===== config.mk =====
export PLATFORM = sky130hd
export DESIGN_NAME = wshb_pattern_slave
export DESIGN_NICKNAME = d
export VERILOG_FILES = /design/src/rtl/wshb_pattern_pkg.sv /design/src/rtl/pattern_pixel.sv /design/src/rtl/wshb_pattern_slave.sv
export SDC_FILE = /design/constraint.sdc
export NUM_CORES = 1
export LEC_CHECK = 0
export ABC_CLOCK_PERIOD_IN_PS = 5700
export BUFFER_PORTS_ARGS = -buffer_cell sky130_fd_sc_hd__buf_2
export CELL_PAD_IN_SITES_DETAIL_PLACEMENT = 2
export CELL_PAD_IN_SITES_GLOBAL_PLACEMENT = 2
export CORE_MARGIN = 1.5
export CORE_UTILIZATION = 36
export CTS_CLUSTER_SIZE = 16
export DETAILED_ROUTE_END_ITERATION = 6
export GPL_TIMING_DRIVEN = 0
export PLACE_DENSITY = 0.9
export SKIP_LAST_GASP = 1
export SLEW_MARGIN = 20
export SYNTH_ARGS = -nofsm -noshare
export SYNTH_HDL_FRONTEND = slang
export SYNTH_SLANG_ARGS = --single-unit

===== constraint.sdc =====
create_clock -name clk -period 5.7 [get_ports clk]
set_clock_uncertainty 0.15 [all_clocks]
set_input_delay 0.285 -clock clk [delete_from_list [all_inputs] [get_ports clk]]
set_output_delay 0.285 -clock clk [all_outputs]
set_load 0.03 [all_outputs]

===== src/rtl/wshb_pattern_pkg.sv =====
// Shared types and constants for the Wishbone test-pattern responder.
package wshb_pattern_pkg;

  typedef enum logic [2:0] {
    S_IDLE,
    S_SEEK,
    S_WAIT,
    S_BURST,
    S_ERR,
    S_WACK
  } state_e;

  typedef enum logic [1:0] {
    MODE_BARS,
    MODE_CHECK,
    MODE_GRAD,
    MODE_LINE
  } mode_e;

  localparam logic [2:0] CTI_CLASSIC = 3'b000;
  localparam logic [2:0] CTI_INCR    = 3'b010;
  localparam logic [2:0] CTI_EOB     = 3'b111;

  // Entry 0 is the leftmost bar.
  localparam logic [7:0][23:0] BAR_RGB = {
    24'h000000, 24'h0000FF, 24'hFF0000, 24'hFF00FF,
    24'h00FF00, 24'h00FFFF, 24'hFFFF00, 24'hFFFFFF
  };

endpackage


===== src/rtl/pattern_pixel.sv =====
// Combinational pixel generator: coordinates, bar index and mode to 24-bit RGB.
module pattern_pixel
  import wshb_pattern_pkg::*;
#(
  parameter int XW = 10,
  parameter int YW = 9
) (
  input  logic [XW-1:0] x,
  input  logic [YW-1:0] y,
  input  logic [2:0]    b,
  input  mode_e         mode,
  input  logic [7:0]    frame_cnt,
  output logic [23:0]   rgb
);

  logic [7:0] xe;
  logic [7:0] ye;

  // Narrow displays zero-extend so bits 5 and 7:0 always exist.
  always_comb begin
    xe = 8'(x);
    ye = 8'(y);
    case (mode)
      MODE_BARS:  rgb = BAR_RGB[b];
      MODE_CHECK: rgb = (xe[5] ^ ye[5]) ? 24'hFFFFFF : 24'h000000;
      MODE_GRAD:  rgb = {xe, ye, frame_cnt};
      default:    rgb = (xe == frame_cnt) ? 24'hFFFFFF : 24'h202020;
    endcase
  end

endmodule


===== src/rtl/wshb_pattern_slave.sv =====
// Wishbone burst-read responder returning a synthetic test pattern in place of SDRAM.
module wshb_pattern_slave
  import wshb_pattern_pkg::*;
#(
  parameter int HDISP   = 800,
  parameter int VDISP   = 480,
  parameter int LATENCY = 2
) (
  input  logic        clk,
  input  logic        rst,
  input  logic        cyc,
  input  logic        stb,
  input  logic        we,
  input  logic [31:0] adr,
  input  logic [31:0] dat_ms,
  input  logic [3:0]  sel,
  input  logic [2:0]  cti,
  input  logic [1:0]  bte,
  output logic [31:0] dat_sm,
  output logic        ack,
  output logic        err,
  output logic        rty,
  output logic [7:0]  frame_cnt
);

  localparam int NPIX = HDISP * VDISP;
  localparam int BARW = HDISP / 8;
  localparam int XW   = $clog2(HDISP);
  localparam int YW   = $clog2(VDISP);
  localparam int NW   = $clog2(NPIX);
  localparam int LW   = (LATENCY > 1) ? $clog2(LATENCY) : 1;

  state_e          state;
  mode_e           mode;
  logic [NW-1:0]   nxt;
  logic [NW-1:0]   rem;
  logic [NW-1:0]   tgt;
  logic [XW-1:0]   x;
  logic [XW-1:0]   bc;
  logic [YW-1:0]   y;
  logic [2:0]      b;
  logic            seek_bar;
  logic [LW-1:0]   wcnt;

  logic [31:0]     idx;
  logic            req;
  logic            beat;
  logic            last_x;
  logic            last_pix;
  logic            bar_end;
  logic [XW-1:0]   px;
  logic [YW-1:0]   py;
  logic [2:0]      pb;
  logic [7:0]      pfc;
  logic [23:0]     rgb;
  logic            unused;

  assign idx    = {2'b00, adr[31:2]};
  assign req    = cyc & stb;
  assign beat   = req & (state == S_BURST);
  assign ack    = req & ((state == S_BURST) | (state == S_WACK));
  assign err    = req & (state == S_ERR);
  assign rty    = 1'b0;
  assign unused = ^{bte, sel[3:1], dat_ms[31:2], adr[1:0]};

  // Coordinates the pattern is evaluated at: the advanced pixel on an
  // accepted beat, otherwise the current one, so dat_sm lands with them.
  always_comb begin
    last_x   = (32'(x) == HDISP - 1);
    last_pix = last_x && (32'(y) == VDISP - 1);
    bar_end  = (32'(bc) == BARW - 1);
    px  = x;
    py  = y;
    pb  = b;
    pfc = frame_cnt;
    if (beat) begin
      if (last_x) begin
        px = '0;
        pb = '0;
        py = last_pix ? '0 : y + 1'b1;
        if (last_pix) pfc = frame_cnt + 8'd1;
      end else begin
        px = x + 1'b1;
        pb = bar_end ? b + 3'd1 : b;
      end
    end
  end

  pattern_pixel #(.XW(XW), .YW(YW)) u_pix (
    .x         (px),
    .y         (py),
    .b         (pb),
    .mode      (mode),
    .frame_cnt (pfc),
    .rgb       (rgb)
  );

  always_ff @(posedge clk) begin
    if (rst) begin
      state     <= S_IDLE;
      mode      <= MODE_BARS;
      nxt       <= '0;
      rem       <= '0;
      tgt       <= '0;
      x         <= '0;
      bc        <= '0;
      y         <= '0;
      b         <= '0;
      seek_bar  <= 1'b0;
      wcnt      <= '0;
      frame_cnt <= '0;
      dat_sm    <= '0;
    end else begin
      case (state)
        S_IDLE: if (req) begin
          wcnt <= '0;
          if (idx >= 32'(NPIX)) begin
            state <= S_ERR;
          end else if (we) begin
            state <= S_WACK;
          end else if (idx == 32'(nxt)) begin
            state  <= (LATENCY == 0) ? S_BURST : S_WAIT;
            dat_sm <= {8'h00, rgb};
          end else begin
            state    <= S_SEEK;
            rem      <= NW'(adr[31:2]);
            tgt      <= NW'(adr[31:2]);
            y        <= '0;
            seek_bar <= 1'b0;
          end
        end

        // Two restoring-division passes: index/HDISP for y, then x/BARW for b.
        S_SEEK: if (!seek_bar) begin
          if (32'(rem) >= HDISP) begin
            rem <= rem - NW'(HDISP);
            y   <= y + 1'b1;
          end else begin
            x        <= XW'(rem);
            b        <= '0;
            seek_bar <= 1'b1;
          end
        end else begin
          if (32'(rem) >= BARW) begin
            rem <= rem - NW'(BARW);
            b   <= b + 3'd1;
          end else begin
            bc     <= XW'(rem);
            nxt    <= tgt;
            wcnt   <= '0;
            state  <= (LATENCY == 0) ? S_BURST : S_WAIT;
            dat_sm <= {8'h00, rgb};
          end
        end

        S_WAIT: begin
          dat_sm <= {8'h00, rgb};
          if (wcnt == LW'(LATENCY - 1)) state <= S_BURST;
          else                          wcnt  <= wcnt + 1'b1;
        end

        S_BURST: if (!req) begin
          state <= S_IDLE;
        end else begin
          x         <= px;
          y         <= py;
          b         <= pb;
          frame_cnt <= pfc;
          bc        <= (last_x || bar_end) ? '0 : bc + 1'b1;
          nxt       <= last_pix ? '0 : nxt + 1'b1;
          dat_sm    <= {8'h00, rgb};
          if (cti != CTI_INCR) state <= S_IDLE;
        end

        S_WACK: begin
          if (sel[0]) mode <= mode_e'(dat_ms[1:0]);
          state <= S_IDLE;
        end

        S_ERR:   state <= S_IDLE;
        default: state <= S_IDLE;
      endcase
    end
  end

endmodule


Word-level counts from Yosys, hierarchy flattened. Memory sizes are Yosys's and may differ from the RTL's. Index checks and enable logic that the tools add are counted.

Add/subtract/negate cells: 9. Order comparisons: 4. Equal/unequal tests: 31. Mux-type cells: 80. Bitwise gates (word level): 9. Reductions and logical operators: 23.

Operators with widths (number): two-way mux 32 bit (7); two-way mux 19 bit (11); one-hot mux 32 bit (4 select lines) (1); two-way mux 10 bit (9); two-way mux 9 bit (10); one-hot mux 19 bit (2 select lines) (2); two-way mux 24 bit (3); one-hot mux 24 bit (3 select lines) (1); two-way mux 3 bit (15); one-hot mux 10 bit (2 select lines) (2); == test 30 x 19 -> 1 bit (1); greater-or-equal comparator 30 x 19 -> 1 bit (second input constant) (1); inequality test 2 bit (second input constant) (14); one-hot mux 9 bit (3 select lines) (1); two-way mux 8 bit (3); adder 10 x 1 -> 10 bit (second input constant) (2); AND reduction 5 bit (4); adder 19 x 1 -> 19 bit (second input constant) (1); greater-or-equal comparator 19 x 10 -> 1 bit (second input constant) (1); greater-or-equal comparator 19 x 7 -> 1 bit (second input constant) (1); subtractor 19 x 10 -> 19 bit (second input constant) (1); subtractor 19 x 7 -> 19 bit (second input constant) (1); AND reduction 4 bit (4); AND reduction 8 bit (2); other kinds (36) (58).

Flip-flop bits (word level): 136. Memory bits (read-only): 192. Input port bits: 78. Output and inout port bits: 43. Logic and storage cells: 172. Memories: 1.

Memories: (name not given) (words 8, width 24, rd ports 1, clocked after Yosys merged registers in 0, wr ports 0, line pattern_pixel.sv:24) `MODE_BARS: rgb = BAR_RGB[b];`.

Depth between registers and ports, before layout. Gate-level depths: netlist (run 1).

Depth after elaboration: 13. Gate-level depth with buffers: 12. Depth with buffers taken out: 9.

Cells and area by module. From an unflattened synthesis (run 1), not the netlist that was laid out.

Cells, all modules: 1064. Area, all modules: 7955.1 µm².

Modules (own cells, without submodules): wshb_pattern_slave (instances 1, cells each 991, area each 7547.2 µm²); pattern_pixel (instances 1, cells each 73, area each 407.9 µm²).

Worst setup path after synthesis (run 1). Ideal clock, no wire load.

Kind: register -> register. From: register x[0]. To: register dat_sm[7]. Setup time: 0.074 ns. Arrival: 2.558 ns. Path slack: 2.917 ns. Stages on the path, launching flop included: 11. Period minus slack after synthesis: 2.783 ns. Path through: dfxtp_1 > ha_1 > and4_1 > buf_2 > and4b_1 > buf_2 > o41a_1 > and4_4 > or3_1 > o21a_1 > a31oi_1.

Longest elaborated chain between the ends: 13. Elaborated cells on any way between the ends: 28. Classes of those cells: add/sub: 1; eq/ne: 2; mux: 22; bitwise: 1; reduce/logical: 1; memory: 1.

Ends and longest elaborated chain: start: declaration (line wshb_pattern_slave.sv:38) `logic [XW-1:0] x;`; start signal: assignment (line wshb_pattern_slave.sv:139) `x <= XW'(rem);`; start signal: assignment (line wshb_pattern_slave.sv:165) `x <= px;`; branches (longest 7 deep; another with adder 10 x 1 -> 10 bit); one-hot mux 24 bit (3 select lines) * (line pattern_pixel.sv:23) `case (mode)`; two-way mux 32 bit (line wshb_pattern_slave.sv:121) `end else if (idx == 32'(nxt)) begin`; two-way mux 32 bit (line wshb_pattern_slave.sv:119) `end else if (we) begin`; two-way mux 32 bit (line wshb_pattern_slave.sv:117) `if (idx >= 32'(NPIX)) begin`; two-way mux 32 bit (line wshb_pattern_slave.sv:115) `S_IDLE: if (req) begin`; one-hot mux 32 bit (4 select lines) * (line wshb_pattern_slave.sv:114) `case (state)`; end signal: assignment (line wshb_pattern_slave.sv:123) `dat_sm <= {8'h00, rgb};`; end signal: assignment (line wshb_pattern_slave.sv:152) `dat_sm <= {8'h00, rgb};`; end signal: assignment (line wshb_pattern_slave.sv:157) `dat_sm <= {8'h00, rgb};`; end: declaration (line wshb_pattern_slave.sv:19) `output logic [31:0] dat_sm,`.

Mark *: on every way between the ends. The select of a mux whose other input is x is not followed. A chain may end at the register's enable or synchronous reset.

Worst setup path in the final report (run 1).
From: register rem[13]. To: register nxt[15].

Longest elaborated chain between the ends: 3.

Ends and longest elaborated chain: start: declaration (line wshb_pattern_slave.sv:36) `logic [NW-1:0] rem;`; start signal: assignment (line wshb_pattern_slave.sv:126) `rem <= NW'(adr[31:2]);`; start signal: assignment (line wshb_pattern_slave.sv:136) `rem <= rem - NW'(HDISP);`; start signal: assignment (line wshb_pattern_slave.sv:145) `rem <= rem - NW'(BARW);`; greater-or-equal comparator 19 x 7 -> 1 bit (line wshb_pattern_slave.sv:144) `if (32'(rem) >= BARW) begin`; inequality test 2 bit (no source line); AND reduction 4 bit (no source line); end signal: assignment (line wshb_pattern_slave.sv:149) `nxt <= tgt;`; end signal: assignment (line wshb_pattern_slave.sv:170) `nxt <= last_pix ? '0 : nxt + 1'b1;`; end: declaration (line wshb_pattern_slave.sv:35) `logic [NW-1:0] nxt;`.

No other way between the ends.

==> impl_metrics.ini, run 1 <==
[pwr]
ir_drop_mv = 0.206
total_power_mw = 2.15
power_density_nw_per_um2 = 229
total_leakage_power_nw = 3.38

[synth]
seq_area_frac_synth_pct = 31.8
synth_area_um2 = 8060
avgSynthCellArea_um2 = 7.80
async_flop_share_pct = 0
synth_warnings = 0
ys.flop_type = dfxtp_1
synth_edf_count = 0
yosysUniqueCellTypes = 88
postSynthCellCount = 1034
yosys_register_bits = 128

[die]
core_area_um2 = 21900
die_y_um = 153
die_w_um = 153
num_rows = 54
ioPinCount = 121
dieArea_um2 = 23300
initial_core_util_pct = 36.8

[critical_path]
critPathArrivalTime_ns = 4.15
r2r_slack_ns = 1.79
critPathLaunchType = register
worstSetupPathType = reg2reg
path_cells = nor4_4 -> nor4b_1 -> nand3_1 -> a22oi_1 -> clkbuf_1 -> clkbuf_1 -> o21ai_0 -> nor2_1
worstSetupStartpoint = rem[13]
regToRegStartpoint = rem[13]
crit_path_frequent_cell = clkbuf_1
cp.required_ns = 5.94
cp_slowest_cell = nor4b_1
crit_path_max_incr_delay_ns = 0.67
cp_max_fo = 10
end_kind = register

[clock_network]
cts_buffer_depth = 2
cts_tree = built
clkTransAtPathRegs_ns = 0.07
post_cts_buffers = 0
cts_max_level = 4
cts_resized = 0
cts_buffers = 17
clkLatencyLatePin_ns = 0.46
root_buffer = clkbuf_16
cts.sinks = 128

[grt]
grt_pass1_vias = 9879
grt_pass1_wl_mm = 58.0
track_usage_pct = 31.9
overflow = 0
antenna_found_initial = 0
grt_max_degree = 17

[sta]
fin_hold_ws_ns = 0.0193
rsz0062_at_grt = no
slew_headroom_pct = 23.4
timing.final.crit_period_ns = 3.91
final_max_slew_viol_count = 0
fin_setup_tns_ns = 0
hold_viol_final = 0
period_share_pct = 68.5
max_clock_freq_mhz = 256
worst_slew_pin_slew_ns = 1.14
setup_viol = 0

[routing]
route.antenna.remaining_nets = 0
wl_per_cell_um = 26.2
drt_iter0_drc = 591
viasPerCell = 6.45
drc = 0
routed_wl_mm = 37.5
vias = 9224
first_pass_iters = 5

[finish]
syn_to_final_growth_pct = 16.7
drive_above_1_share_pct = 14.3
nets = 1225
layout_common_cells = 128 x dfxtp_1, 106 x nor2_1, 95 x nand2_1
mostFrequentLayoutCell = dfxtp_1
post-route-util_pct = 43.0
n_antenna_cell = 0

[min_path]
min_from = adr[15]
hp-class = in2reg

[placed_design]
dpl.hpwl_mm = 24.6
io_buffers = 73
place.gp.congestion = 0.881

[run]
drv_cap = 0

[status]
outcome = complete, no violations
==> routing by layer <==
| metal | GRT usage (%) | vias to the layer above | routed length [µm] |
|---|---|---|---|
| met3 | 5.12 | 140 | 1920 |
| met5 | 0 | - | 0 |
| met1 | 36.3 | 4639 | 14800 |
| met4 | 18.0 | 0 | 1990 |
| li1 | - | 4051 | - |
| met2 | 56.6 | 394 | 18700 |
==> registers in the layout (all words and copies together), names as in the netlist, 8 cells and up <==
register   cells
dat_sm        24
tgt           19
y              9
frame_cnt      8
nxt           19
x             10
bc            10
rem           19
==> cells in the mapped netlist (8+ instances only) <==
library cell  number  share of area [%]
a21oi_1           69                4.3
o2bb2ai_1         11                1.2
o21ai_0           70                4.3
o41ai_1            8               0.87
a221oi_1           9               0.98
dfxtp_1          128                 32
o21a_1             8               0.74
or3_1             12               0.93
xnor2_1           32                3.5
a22oi_1           12                1.1
nand2b_1          11               0.85
nor2_1           106                4.9
inv_1             17               0.79
nor3_1            35                2.2
buf_4              9               0.84
and2_1             8               0.62
nand3_1           29                1.8
mux2i_1           28                3.5
a31oi_1           32                2.5
nand4_1           17                1.3
clkbuf_1          52                2.4
buf_1              9               0.42
ha_1              11                1.7
nor4_1            19                1.5
o22ai_1           15                1.2
and4_1             8               0.87
nand2_1           95                4.4
buf_2             13               0.81
o31ai_1           12                1.1
and3_1            11               0.85
==> power breakdown <==
part / switching, mW / leakage, nW / total [mW] / internal (mW)
registers: 0.000612 / 1.03 / 0.895 / 0.895
logic: 0.0758 / 2.07 / 0.108 / 0.0319
clock network: 0.500 / 0.280 / 1.15 / 0.648
==> cell families (layout without fill, tap and decap cells) <==
| logic type | after synthesis | in the layout | synth area share, % |
|---|---|---|---|
| muxes | 29 | 29 | 3.62 |
| other | 1 | 9 | 0.0465 |
| xor gates and xnor gates | 41 | 41 | 4.97 |
| adders and majority gates | 11 | 11 | 1.71 |
| AOI/OAI and AO/OA | 321 | 321 | 26.6 |
| and+or+nand+nor | 400 | 400 | 25.6 |
| DFF | 128 | 128 | 31.8 |
| buffers and inverters | 103 | 210 | 5.60 |
==> final cells by class <==
| class | count | area [µm²] |
|---|---|---|
| repair buffers | 75 | 385 |
| well taps | 280 | 350 |
| flip-flops and latches | 128 | 2560 |
| fillers | 2569 | 12500 |
| multi-input cells | 811 | 5080 |
| inverters | 18 | 67.6 |
| plain buffers | 85 | 384 |
| clock inverters | 15 | 159 |
| clock buffers | 17 | 425 |
==> path summary, 6_finish.rpt <==
check | endpoint | cells after the start
setup reg to reg | nxt[15] | 8
setup / recovery | nxt[15] | 8
hold / removal | tgt[13] | 3
hold reg to reg | nxt[16] | 2
==> worst max-delay path: cells and delay by family (launching register included) <==
family,cells,cell delay (ns)
DFF,1,0.40
AOI/OAI and AO/OA,2,0.58
buffers and inverters,2,1.12
and+or+nand+nor,4,1.59
==> stage by stage <==
stage	worst slack, ns	cells	instance area (µm²)
2_1_floorplan	2.92	1042	8090
3_3_place_gp	2.17	1395	8810
3_5_place_dp	2.02	1395	8810
4_1_cts	1.87	1429	9410
5_1_grt	1.61	1429	9410
6_report	1.79	1429	9410
==> timing repair <==
item	in CTS	in global routing
setup endpoints to repair	0	0
endpoints found under the hold margin	2	0
hold buffers	2	0
No activity file was read; power rests on OpenSTA's default activity.
==> inputs of run 2 (changes only) <==
ABC_CLOCK_PERIOD_IN_PS = 3550   (was 5700)
CORE_UTILIZATION = 30   (was 36)
PLACE_DENSITY = 0.8   (was 0.9)
clock period = 3.55 ns   (was 5.7 ns; I/O delays follow)
==> run 2 against run 1 <==
Compared with the run above:
- count of clock-buffer cells in the layout grew 1
- routed wire length shrank 3.4%
- critical endpoint is now tgt[16]
- combinational power grew 76%
- highest routed layer unchanged
- critical path depth grew 1
==> impl_metrics.ini, run 2 (same netlist as run 1, synthesis figures left out) <==
[grt]
grt_pass1_vias = 9566
track_usage_pct = 25.8
grt_max_degree = 17
antenna_found_initial = 1
grt_pass1_wl_mm = 55.9
overflow = 0

[sta]
setup_viol = 0
final_max_slew_viol_count = 0
final.setup.worst_slack_ns = 0.0486
slew_headroom_pct = 31.3
timing.final.crit_period_ns = 3.50
max_clock_freq_mhz = 286
period_share_pct = 98.6
worst_slew_pin_slew_ns = 1.03
rsz0062_at_grt = yes
fin_setup_tns_ns = 0
hold_viol_final = 0

[clock_network]
cts_buffers = 17
cts.sinks = 128
cts_tree = built
clkTransAtPathRegs_ns = 0.07
root_buffer = clkbuf_16
cts_buffer_depth = 2
cts_max_level = 4
clkLatencyLatePin_ns = 0.43

[pwr]
pwr-share-clk_pct = 53.9
internal-power_mw = 2.64
pwr-share-comb_pct = 5.4
p_switching_uw = 896
ir_drop_mv = 0.197
seqPwrFrac_pct = 40.7
total_leakage_power_nw = 3.52
power_density_nw_per_um2 = 360
p_sw_share_pct = 25.4

[die]
die_y_um = 167
initial_core_util_pct = 30.8
die_w_um = 167
num_rows = 59
core_area_um2 = 26200
dieArea_um2 = 27900
ioPinCount = 121

[critical_path]
crit_path_frequent_cell = buf_2
end_kind = register
critPathLaunchType = primary input
worst_path_dominant_cell_family = compound AO/OA/AOI/OAI gates
cp_max_fo = 10
cp_slowest_cell = a2111oi_2
r2r_slack_ns = 0.11
worstSetupPathType = in2reg
critPathArrivalTime_ns = 3.65
path_cells = dlygate4sd3_1 -> buf_2 -> or2_2 -> o221ai_1 -> o211ai_1 -> a2111oi_2 -> buf_2 -> mux2i_1 -> nor2_1
crit_path_max_incr_delay_ns = 1.00
cp.required_ns = 3.70
path_buf_inv = 3

[routing]
route.antenna.remaining_nets = 0
wl_per_cell_um = 24.0
first_pass_iters = 5
vias = 9013
viasPerCell = 5.99
drt_iter0_drc = 472
routed_wl_mm = 36.2
drc = 0

[finish]
drive_above_1_share_pct = 15.4
regMostFlops = dat_sm
fillers = 3038
mostFrequentLayoutCell = dfxtp_1
largest_register_ffs = 24
n_antenna_cell = 0
layout_common_cells = 127 x dfxtp_1, 105 x nor2_1, 95 x nand2_1
syn_to_final_growth_pct = 21.8
nets = 1246

[placed_design]
dpl.hpwl_mm = 25.5
place.gp.congestion = 0.832
io_buffers = 73
dpl_worst_slack_ns = -0.0306

[status]
outcome = complete, no violations

[run]
drv_cap = 0

[min_path]
hp-class = in2reg
-- run 2: repair_timing --
item                       4_1_cts  5_1_grt
buffers inserted                 0        1
setup endpoints to repair       35       48
pin swaps                        0        1
resized for setup                8       20
hold buffers                    22        0
hold endpoints to repair        27        0
-- run 2: worst reg2reg max path, delay by kind of cell (launching register included) --
family,cells,cell delay (ns)
AOI/OAI and AO/OA,2,0.57
adders and majority gates,1,0.22
buffers and inverters,2,0.45
DFF,1,0.35
and+or+nand+nor,5,1.63
-- run 2: worst paths after layout --
path / from / endpoint / cells after the start
worst max register to register: rem[3] / rem[13] / 10
worst min-delay path: adr[6] / tgt[4] / 3
worst min register to register: tgt[11] / nxt[11] / 2
worst max-delay path: adr[19] / tgt[16] / 9
-- run 2: through the flow --
| stage | power (mW) | utilization, % | hold WS (ns) | std cells | cell area, µm² |
|---|---|---|---|---|---|
| floorplan | 1.55 | - | 0.171 | 1042 | 8090 |
| global placement | 1.63 | 33.9 | 0.287 | 1450 | 8880 |
| detailed placement | 1.64 | 33.9 | 0.295 | 1450 | 8880 |
| CTS | 3.55 | 37.2 | 0.00507 | 1504 | 9750 |
| global route | 3.62 | 37.5 | 0.0244 | 1505 | 9820 |
| finish | 3.53 | 37.5 | 0.0410 | 1505 | 9820 |
-- run 2: area by class of cell --
cell class / count / area (µm²) / area share [%]
multi-input combinational: 811 / 5170 / 52.6
inverter: 18 / 67.6 / 0.688
timing repair buffer: 96 / 593 / 6.04
buffer: 85 / 394 / 4.01
clock inverter: 14 / 179 / 1.82
clock buffer: 18 / 439 / 4.47
tap: 335 / 419 / 4.27
sequential: 128 / 2560 / 26.1
-- run 2: routing by layer --
layer | up-vias | GRT usage [%] | routed length [µm]
met5 | - | 0 | 0
met4 | 0 | 10.6 | 1090
met3 | 82 | 3.56 | 1410
met2 | 286 | 46.4 | 18300
met1 | 4547 | 30.9 | 15400
li1 | 4098 | - | -
-- run 2: power by group through the flow --
stage               Sequential [mW]  Clock [mW]  Combinational (mW)
floorplan                      1.47           0              0.0812
global placement               1.47           0               0.164
detailed placement             1.47           0               0.166
CTS                            1.44        1.93               0.186
global route                   1.44        1.98               0.201
finish                         1.44        1.90               0.190
==> inputs of run 3 (changes only) <==
CELL_PAD_IN_SITES_DETAIL_PLACEMENT = not set   (was 2)
CELL_PAD_IN_SITES_GLOBAL_PLACEMENT = not set   (was 2)
CORE_UTILIZATION = 52   (was 30)
PLACE_DENSITY = 0.81   (was 0.8)
==> run 3 against run 2 <==
Compared with the run above:
- final cell count decreased by 9.7%
- critical path type is now reg2reg
- register-to-register slack improved by 0.05 ns
- design area fell by 2.5%
- worst hold slack better by 0.033 ns
- clock power is essentially flat
- utilization is 26 points higher
- sequential cell count stayed put
- sequential share of layout area grew 0.66 points
- total power down 0.88%
- combinational power decreased by 5%
- count of clock-buffer cells in the layout stayed put
==> impl_metrics.ini, run 3 (same netlist as run 1, synthesis figures left out) <==
[status]
outcome = complete, no violations

[sta]
worst_slew_pin_slew_ns = 1.01
rsz0062_at_grt = no
final_max_slew_viol_count = 0
period_share_pct = 95.4
max_clock_freq_mhz = 295
setup_viol = 0
fin_hold_ws_ns = 0.0743
fin_setup_tns_ns = 0
hold_viol_final = 0
slew_headroom_pct = 32.1
timing.final.crit_period_ns = 3.39

[clock_network]
clkTransAtPathRegs_ns = 0.06
cts_max_level = 4
cts_buffers = 17
post_cts_buffers = 0
cts_tree = built
root_buffer = clkbuf_16
cts_buffer_depth = 2
clkLatencyLatePin_ns = 0.44
cts.sinks = 128

[grt]
antenna_found_initial = 0
grt_max_degree = 17
track_usage_pct = 32.7
grt_pass1_vias = 8192
grt_pass1_wl_mm = 41.6
overflow = 0

[critical_path]
cp.required_ns = 3.70
critPathCapture = nxt[14]
end_kind = register
cp_max_fo = 10
worstSetupPathType = reg2reg
critPathLaunchType = register
r2r-end = nxt[14]
regToRegStartpoint = y[0]
reg2reg_depth = 10
critPathArrivalTime_ns = 3.54
worstSetupStartpoint = y[0]
r2r_slack_ns = 0.16

[finish]
mostFrequentLayoutCell = dfxtp_1
stdcell_count = 1359
largest_register_ffs = 24
n_antenna_cell = 0
post-route-util_pct = 63.2
layout_common_cells = 128 x dfxtp_1, 106 x nor2_1, 95 x nand2_1
syn_to_final_growth_pct = 18.8
regMostFlops = dat_sm
drive_above_1_share_pct = 14.3
nets = 1247

[die]
core_area_um2 = 15100
ioPinCount = 121
die_y_um = 128
dieArea_um2 = 16300
num_rows = 45
initial_core_util_pct = 53.2
die_w_um = 128

[pwr]
p_switching_uw = 807
seqPwrFrac_pct = 41.1
pwr-share-clk_pct = 53.8
total_leakage_power_nw = 3.49
pwr-share-comb_pct = 5.1
power_density_nw_per_um2 = 366
p_sw_share_pct = 23.1
internal-power_mw = 2.69
ir_drop_mv = 0.348

[min_path]
hp-class = in2reg

[placed_design]
dpl.cell_count = 1303
dpl.hpwl_mm = 18.6
io_buffers = 73
place.gp.congestion = 1.00

[routing]
vias = 8979
first_pass_iters = 6
route.antenna.remaining_nets = 0
drt_iter0_drc = 1294
viasPerCell = 6.61
routed_wl_mm = 26.9
wl_per_cell_um = 19.8
drc = 0

[run]
drv_cap = 0
[run 3: per-layer routing]
| metal | wire length (µm) | vias to the layer above | global-route usage, % |
|---|---|---|---|
| met3 | 2530 | 117 | 6.49 |
| li1 | - | 4105 | - |
| met4 | 1330 | 0 | 18.5 |
| met2 | 12500 | 610 | 54.4 |
| met1 | 10500 | 4147 | 39.5 |
| met5 | 0 | - | 0 |
[run 3: how the worst min path moves through the flow]
| stage | from | end | cells after the start |
|---|---|---|---|
| floorplan | dat_ms[0] | mode[0] | 2 |
| global placement | dat_ms[1] | mode[1] | 3 |
| detailed placement | dat_ms[1] | mode[1] | 3 |
| CTS | we | state[2] | 3 |
| global route | we | state[2] | 3 |
| finish | we | state[2] | 3 |
[run 3: what timing repair did]
item / 4_1_cts / 5_1_grt
setup endpoints to repair: 0 / 13
resized for setup: 0 / 8
hold buffers: 24 / 0
hold endpoints to repair: 33 / 0
[run 3: cell type report]
type	instances	area [µm²]
Timing Repair Buffer	97	606
Sequential cell	128	2560
Fill cell	1289	5570
Multi-Input combinational cell	811	5090
Clock buffer	18	439
Buffer	85	387
Tap cell	188	235
Clock inverter	14	189
Inverter	18	67.6
[run 3: worst max-delay path, cell delays in order (launching register included)]
cell      delay (ns)
dfxtp_1         0.46
ha_2            0.29
nand4_1         0.20
or4_4           0.51
buf_6           0.18
o21ai_0         0.40
clkbuf_1        0.51
nor2_1          0.08
a22o_1          0.22
a22oi_1         0.19
nor2_1          0.06
[run 3: metrics by stage]
stage / setup WS (ns) / cell area [µm²] / power [mW]
after floorplan: 0.767 / 8090 / 1.55
after global placement: 0.257 / 8690 / 1.62
after detailed placement: 0.258 / 8690 / 1.62
after CTS: 0.237 / 9560 / 3.48
after global routing: 0.0147 / 9580 / 3.57
final: 0.163 / 9580 / 3.50
[run 3: power by group through the flow]
stage          Combinational [mW]  Sequential (mW)  Clock [mW]
6_report                    0.180             1.44        1.88
5_1_grt                     0.186             1.44        1.94
4_1_cts                     0.172             1.44        1.87
3_5_place_dp                0.152             1.47           0
3_3_place_gp                0.152             1.47           0
2_1_floorplan              0.0812             1.47           0
